===== src/rtl/mult_div_seq.sv =====
// Iterative multiply/divide sequencer for the multicycle MIPS datapath.
// Multiply uses shift-add and divide uses restoring division. Each of these
// runs for WIDTH steps. A single FIX cycle then applies the sign correction
// and writes hi/lo. A zero divisor skips straight to DONE and raises div_zero.
module mult_div_seq #(
  parameter int WIDTH = 32,
  parameter int CNT_W = 6
) (
  input  logic             clock,
  input  logic             RESET_in,
  input  logic             start,
  input  logic             op,
  input  logic             is_signed,
  input  logic [WIDTH-1:0] a,
  input  logic [WIDTH-1:0] b,
  input  logic             cancel,
  output logic             busy,
  output logic             done,
  output logic             div_zero,
  output logic [WIDTH-1:0] hi,
  output logic [WIDTH-1:0] lo
);

  typedef enum logic [1:0] {IDLE, RUN, FIX, DONE} state_t;

  localparam logic [CNT_W-1:0] LAST = CNT_W'(WIDTH - 1);

  state_t           state_reg, state_next;
  logic [CNT_W-1:0] cnt_reg;
  logic             op_reg;
  logic             neg_q_reg;   // product/quotient must be negated
  logic             neg_r_reg;   // remainder takes the dividend's sign
  logic [WIDTH:0]   acc_hi_reg;  // product upper half / N+1-bit partial remainder
  logic [WIDTH-1:0] acc_lo_reg;  // multiplier shifting out / quotient shifting in
  logic [WIDTH-1:0] opnd_reg;    // multiplicand or divisor magnitude
  logic             busy_reg, done_reg, div_zero_reg;
  logic [WIDTH-1:0] hi_reg, lo_reg;

  logic             a_neg, b_neg, div0, accept;
  logic [WIDTH-1:0] a_mag, b_mag;
  logic [WIDTH:0]   mul_sum, mul_t, div_shift, step_hi;
  logic [WIDTH+1:0] div_diff;
  logic [WIDTH-1:0] step_lo, fix_hi, fix_lo;
  logic [2*WIDTH-1:0] prod, prod_fix;

  assign busy     = busy_reg;
  assign done     = done_reg;
  assign div_zero = div_zero_reg;
  assign hi       = hi_reg;
  assign lo       = lo_reg;

  // Operand conditioning: magnitudes and signs are taken only in signed mode.
  always_comb begin
    a_neg  = is_signed & a[WIDTH-1];
    b_neg  = is_signed & b[WIDTH-1];
    a_mag  = a_neg ? -a : a;
    b_mag  = b_neg ? -b : b;
    div0   = op & (b == '0);
    accept = start & ((state_reg == IDLE) | (state_reg == DONE));
  end

  // One iteration step, plus the sign-corrected results written in FIX.
  always_comb begin
    mul_sum   = acc_hi_reg + {1'b0, opnd_reg};
    mul_t     = acc_lo_reg[0] ? mul_sum : acc_hi_reg;
    div_shift = {acc_hi_reg[WIDTH-1:0], acc_lo_reg[WIDTH-1]};
    div_diff  = {1'b0, div_shift} - {2'b00, opnd_reg};
    step_hi   = {1'b0, mul_t[WIDTH:1]};
    step_lo   = {mul_t[0], acc_lo_reg[WIDTH-1:1]};
    if (op_reg) begin
      // A borrow means the trial subtraction failed, so restore the shifted value.
      if (div_diff[WIDTH+1]) begin
        step_hi = div_shift;
        step_lo = {acc_lo_reg[WIDTH-2:0], 1'b0};
      end else begin
        step_hi = div_diff[WIDTH:0];
        step_lo = {acc_lo_reg[WIDTH-2:0], 1'b1};
      end
    end
    prod     = {acc_hi_reg[WIDTH-1:0], acc_lo_reg};
    prod_fix = neg_q_reg ? -prod : prod;
    if (op_reg) begin
      fix_lo = neg_q_reg ? -acc_lo_reg : acc_lo_reg;
      fix_hi = neg_r_reg ? -acc_hi_reg[WIDTH-1:0] : acc_hi_reg[WIDTH-1:0];
    end else begin
      fix_hi = prod_fix[2*WIDTH-1:WIDTH];
      fix_lo = prod_fix[WIDTH-1:0];
    end
  end

  // State register.
  always_ff @(posedge clock or negedge RESET_in) begin
    if (!RESET_in) state_reg <= IDLE;
    else           state_reg <= state_next;
  end

  // Next-state logic. Cancel aborts RUN/FIX, and start wins in IDLE/DONE.
  always_comb begin
    state_next = state_reg;
    case (state_reg)
      IDLE:    if (start) state_next = div0 ? DONE : RUN;
      RUN:     if (cancel) state_next = IDLE;
               else if (cnt_reg == LAST) state_next = FIX;
      FIX:     state_next = cancel ? IDLE : DONE;
      DONE:    if (start) state_next = div0 ? DONE : RUN;
               else state_next = IDLE;
      default: state_next = IDLE;
    endcase
  end

  // Registered status outputs, derived from the state being entered.
  always_ff @(posedge clock or negedge RESET_in) begin
    if (!RESET_in) begin
      busy_reg     <= 1'b0;
      done_reg     <= 1'b0;
      div_zero_reg <= 1'b0;
    end else begin
      busy_reg     <= (state_next == RUN) | (state_next == FIX);
      done_reg     <= (state_next == DONE);
      div_zero_reg <= accept & div0;
    end
  end

  // Datapath: latch operands on start, iterate in RUN, write hi/lo in FIX.
  always_ff @(posedge clock or negedge RESET_in) begin
    if (!RESET_in) begin
      cnt_reg    <= '0;
      op_reg     <= 1'b0;
      neg_q_reg  <= 1'b0;
      neg_r_reg  <= 1'b0;
      acc_hi_reg <= '0;
      acc_lo_reg <= '0;
      opnd_reg   <= '0;
      hi_reg     <= '0;
      lo_reg     <= '0;
    end else begin
      if (accept) begin
        cnt_reg    <= '0;
        op_reg     <= op;
        neg_q_reg  <= a_neg ^ b_neg;
        neg_r_reg  <= a_neg;
        acc_hi_reg <= '0;
        acc_lo_reg <= op ? a_mag : b_mag;
        opnd_reg   <= op ? b_mag : a_mag;
      end else if (state_reg == RUN) begin
        cnt_reg    <= cnt_reg + 1'b1;
        acc_hi_reg <= step_hi;
        acc_lo_reg <= step_lo;
      end else if (state_reg == FIX && !cancel) begin
        hi_reg <= fix_hi;
        lo_reg <= fix_lo;
      end
    end
  end

endmodule


===== config.mk =====
export PLATFORM = sky130hd
export DESIGN_NAME = mult_div_seq
export DESIGN_NICKNAME = d
export VERILOG_FILES = /design/src/rtl/mult_div_seq.sv
export SDC_FILE = /design/constraint.sdc
export NUM_CORES = 1
export LEC_CHECK = 0
export BUFFER_PORTS_ARGS = -buffer_cell sky130_fd_sc_hd__buf_2
export CORE_UTILIZATION = 55
export DETAILED_ROUTE_END_ITERATION = 10
export PLACE_DENSITY = 0.83
export SKIP_CTS_REPAIR_TIMING = 1
export SYNTH_ARGS = -nofsm -noshare
export SYNTH_HDL_FRONTEND = slang
export SYNTH_SLANG_ARGS = --single-unit

===== constraint.sdc =====
create_clock -name clock -period 5.5 [get_ports clock]
set_input_delay 1.375 -clock clock [delete_from_list [all_inputs] [get_ports clock]]
set_output_delay 1.375 -clock clock [all_outputs]
set_load 0.1 [all_outputs]

==> impl_metrics.sql <==
INSERT INTO impl_metrics (metric_group, metric, value, unit) VALUES
('run_status', 'status', 'finished, violations left', ''),
('run_status', 'violated_checks', 'design-rule violations', ''),
('routing', 'drtAntennaViolNets', '0', ''),
('synth', 'netlist_area', '14800', 'um^2'),
('clock_tree', 'cts.root.buffer_cell', 'clkbuf_16', ''),
('routing', 'drt_pre_antenna_iters', '9', ''),
('timing', 'setup_tns', '0', 'ps'),
('timing', 'fin_worst_skew', '17.8', 'ps'),
('synth', 'synthCells', '1896', ''),
('finish', 'layout.cells.most_common_list', 'nand2_1 (266), o21ai_0 (229), dfrtp_1 (174), a21oi_1 (147), buf_2 (135)', ''),
('floorplan', 'die_height', '166', 'um'),
('floorplan', 'top_level_ports', '137', ''),
('floorplan', 'die_area', '27600', 'um^2'),
('timing', 'rsz0062_at_grt', 'no', ''),
('timing', 'worst_hold_margin', '476', 'ps'),
('synth', 'synth-compound-area-share', '0.262', ''),
('synth', 'synthAdderAreaFrac', '0.0651', ''),
('synth', 'synth_enable_flop_cells', '0', ''),
('synth', 'synth_cell_types', '74', ''),
('global_routing', 'grt_antenna_before_repair', '2', ''),
('timing', 'finalSetupViolCount', '0', ''),
('routing', 'drt_wl_total', '47.7', 'mm'),
('floorplan', 'site_rows', '59', ''),
('clock_tree', 'worstSkewPairLatency', '450', 'ps'),
('timing', 'min_period', '4090', 'ps'),
('synth', 'synth.net_count', '2042', ''),
('timing', 'max_slew.worst_pin.slew', '1040', 'ps'),
('routing', 'drt_iter0_drc', '1597', ''),
('finish', 'fill_cells', '2362', ''),
('placement', 'numPortBuffers', '136', ''),
('critical_path', 'data_required_time_at_the_worst_endpoint', '5770', 'ps'),
('routing', 'route.detailed.wl_per_inst', '20.7', 'um'),
('synth', 'synth-seq-cells', '175', ''),
('synth', 'synthFlopType', 'dfrtp_1', ''),
('pwr', 'vdd_ir_drop_max', '0.259', 'mV'),
('clock_tree', 'max-clock-path-buffers', '2', ''),
('finish', 'multi_input_comb_area', '9800', 'um^2'),
('timing', 'finalHoldViolCount', '0', ''),
('finish', 'insertedDiodeCount', '0', ''),
('finish', 'num-nets-final', '2095', ''),
('routing', 'post_dr_vias_cell', '6.41', ''),
('global_routing', 'grt_usage', '0.344', ''),
('critical_path', 'reg2reg_setup_slack', '1410', 'ps'),
('synth', 'seq_total_area_yosys', '0.295', ''),
('finish', 'largest_register_ff_count', '33', ''),
('routing', 'dr_total_vias', '14700', ''),
('clock_tree', 'cts_made_buffers', '17', ''),
('timing', 'timing_max_transition_violations_final', '0', ''),
('placement', 'gp_routability_congestion', '1.02', ''),
('synth', 'synthXorXnorAreaFrac', '0.104', ''),
('critical_path', 'worstSetupStartpointType', 'flop', ''),
('synth', 'synthSimpleGateAreaFrac', '0.184', ''),
('synth', 'synth_top_family_by_area', 'compound AO/OA/AOI/OAI gates', ''),
('pwr', 'cellInternalPower', '4.95', 'mW'),
('placement', 'dp.final_hpwl', '36.0', 'mm'),
('routing', 'drc_errors', '9', ''),
('pwr', 'power_switching_share', '0.530', ''),
('timing', 'max_freq', '244', 'MHz'),
('floorplan', 'core_area', '26300', 'um^2'),
('critical_path', 'end_kind', 'flop', ''),
('pwr', 'net_switching_power', '5.58', 'mW'),
('synth', 'synthesis.yosys.warnings', '0', ''),
('synth', 'syn-mean-instance-area', '7.82', 'um^2'),
('flow_run', 'timing.max_cap.violations', '0', ''),
('pwr', 'p_comb_frac', '0.635', ''),
('finish', 'drive_gt1_frac', '0.106', ''),
('pwr', 'share_seq_of_total_power', '0.238', ''),
('critical_path', 'worstSetupPathType', 'flop to flop', ''),
('clock_tree', 'tritoncts_clock_tree', 'built', ''),
('global_routing', 'pin_count_of_the_biggest_net_entering_global_routing', '123', ''),
('timing', 'timing.slew.headroom', '0.306', '');
==> cell usage after synthesis, drive strengths merged (3+ instances only) <==
cell,instances,area [um^2]
ha,74,926
o311ai,4,35.0
and4,3,26.3
nor4,15,93.8
o21a,8,60.1
o21bai,6,45.0
or4,17,139
xor2,91,797
clkbuf,100,377
a22o,6,52.6
a21oi,147,736
nor2b,20,125
and3,10,62.6
or3,17,114
a211o,6,52.6
and2,11,71.3
o21ai,232,1160
dfrtp,175,4380
nand2b,17,106
a21o,35,263
o211ai,61,458
o41ai,8,77.6
a41oi,5,43.8
o221ai,10,87.6
o211a,3,30.0
nand4,13,81.3
nor3,31,155
nor2,125,469
nand2,267,1000
nand3,31,155
mux2i,59,591
mux2,5,56.3
nand4b,4,35.0
inv,59,221
a211oi,28,210
nor3b,4,30.0
a31oi,15,93.8
a311oi,3,26.3
xnor2,85,744
buf,18,80.1
o31ai,33,248
==> path summary, 6_finish.rpt <==
| check | cells after the start | startpoint | endpoint |
|---|---|---|---|
| max | 9 | acc_lo_reg[10] | hi[30] |
| min | 2 | lo[24] | lo[24] |
| max reg2reg | 9 | acc_lo_reg[10] | hi[30] |
| min reg2reg | 2 | lo[24] | lo[24] |
| max in group asynchronous | 2 | RESET_in | hi[3] |
| min in group asynchronous | 1 | RESET_in | lo[13] |
==> power groups by stage <==
stage               clock network (mW)  logic (mW)  registers [mW]
global placement                     0        6.45            2.47
finish                            1.33        6.69            2.51
floorplan                            0        5.13            2.07
CTS                               1.33        6.55            2.46
global route                      1.38        7.34            2.55
detailed placement                   0        6.51            2.49
==> worst max-delay path, cell delays in order, from the launching register on <==
cell     delay (ps)
dfrtp_1         470
or4_4           560
or3_2           450
or3_1           480
or3_1           410
o21ai_1         750
nand2_1         210
o31ai_1         320
xor2_1          170
o21ai_0          90
==> cell type report <==
class	count	share of cell area
clock buffers	17	0.0261
clock inverters	15	0.0134
inverters	61	0.0141
multi-input cells	1542	0.602
flip-flops and latches	175	0.269
well taps	335	0.0257
repair buffers	152	0.0496
==> metal layers <==
layer	global-route usage	wire [um]
met1	0.485	20600
met2	0.519	20700
met3	0.0682	4620
met4	0.132	1690
met5	0	26
==> through the flow <==
stage / util / instances / power, mW / worst slack [ps] / instance area [um^2]
after floorplan: - / 1896 / 7.19 / 1700 / 14800
after global placement: 0.595 / 2265 / 8.92 / 1520 / 15600
after detailed placement: 0.595 / 2265 / 9.00 / 1390 / 15600
after CTS: 0.620 / 2297 / 10.3 / 1420 / 16300
after global routing: 0.620 / 2297 / 11.3 / 1110 / 16300
final: 0.620 / 2297 / 10.5 / 1410 / 16300
==> logic make-up after synthesis <==
group,count (synthesis)
muxes,64
adders and majority gates,76
xor gates and xnor gates,176
AOI/OAI and AO/OA,634
buffers and inverters,179
DFF,175
and+or+nand+nor,592
Note: power is estimated with default switching activity, not from simulation.
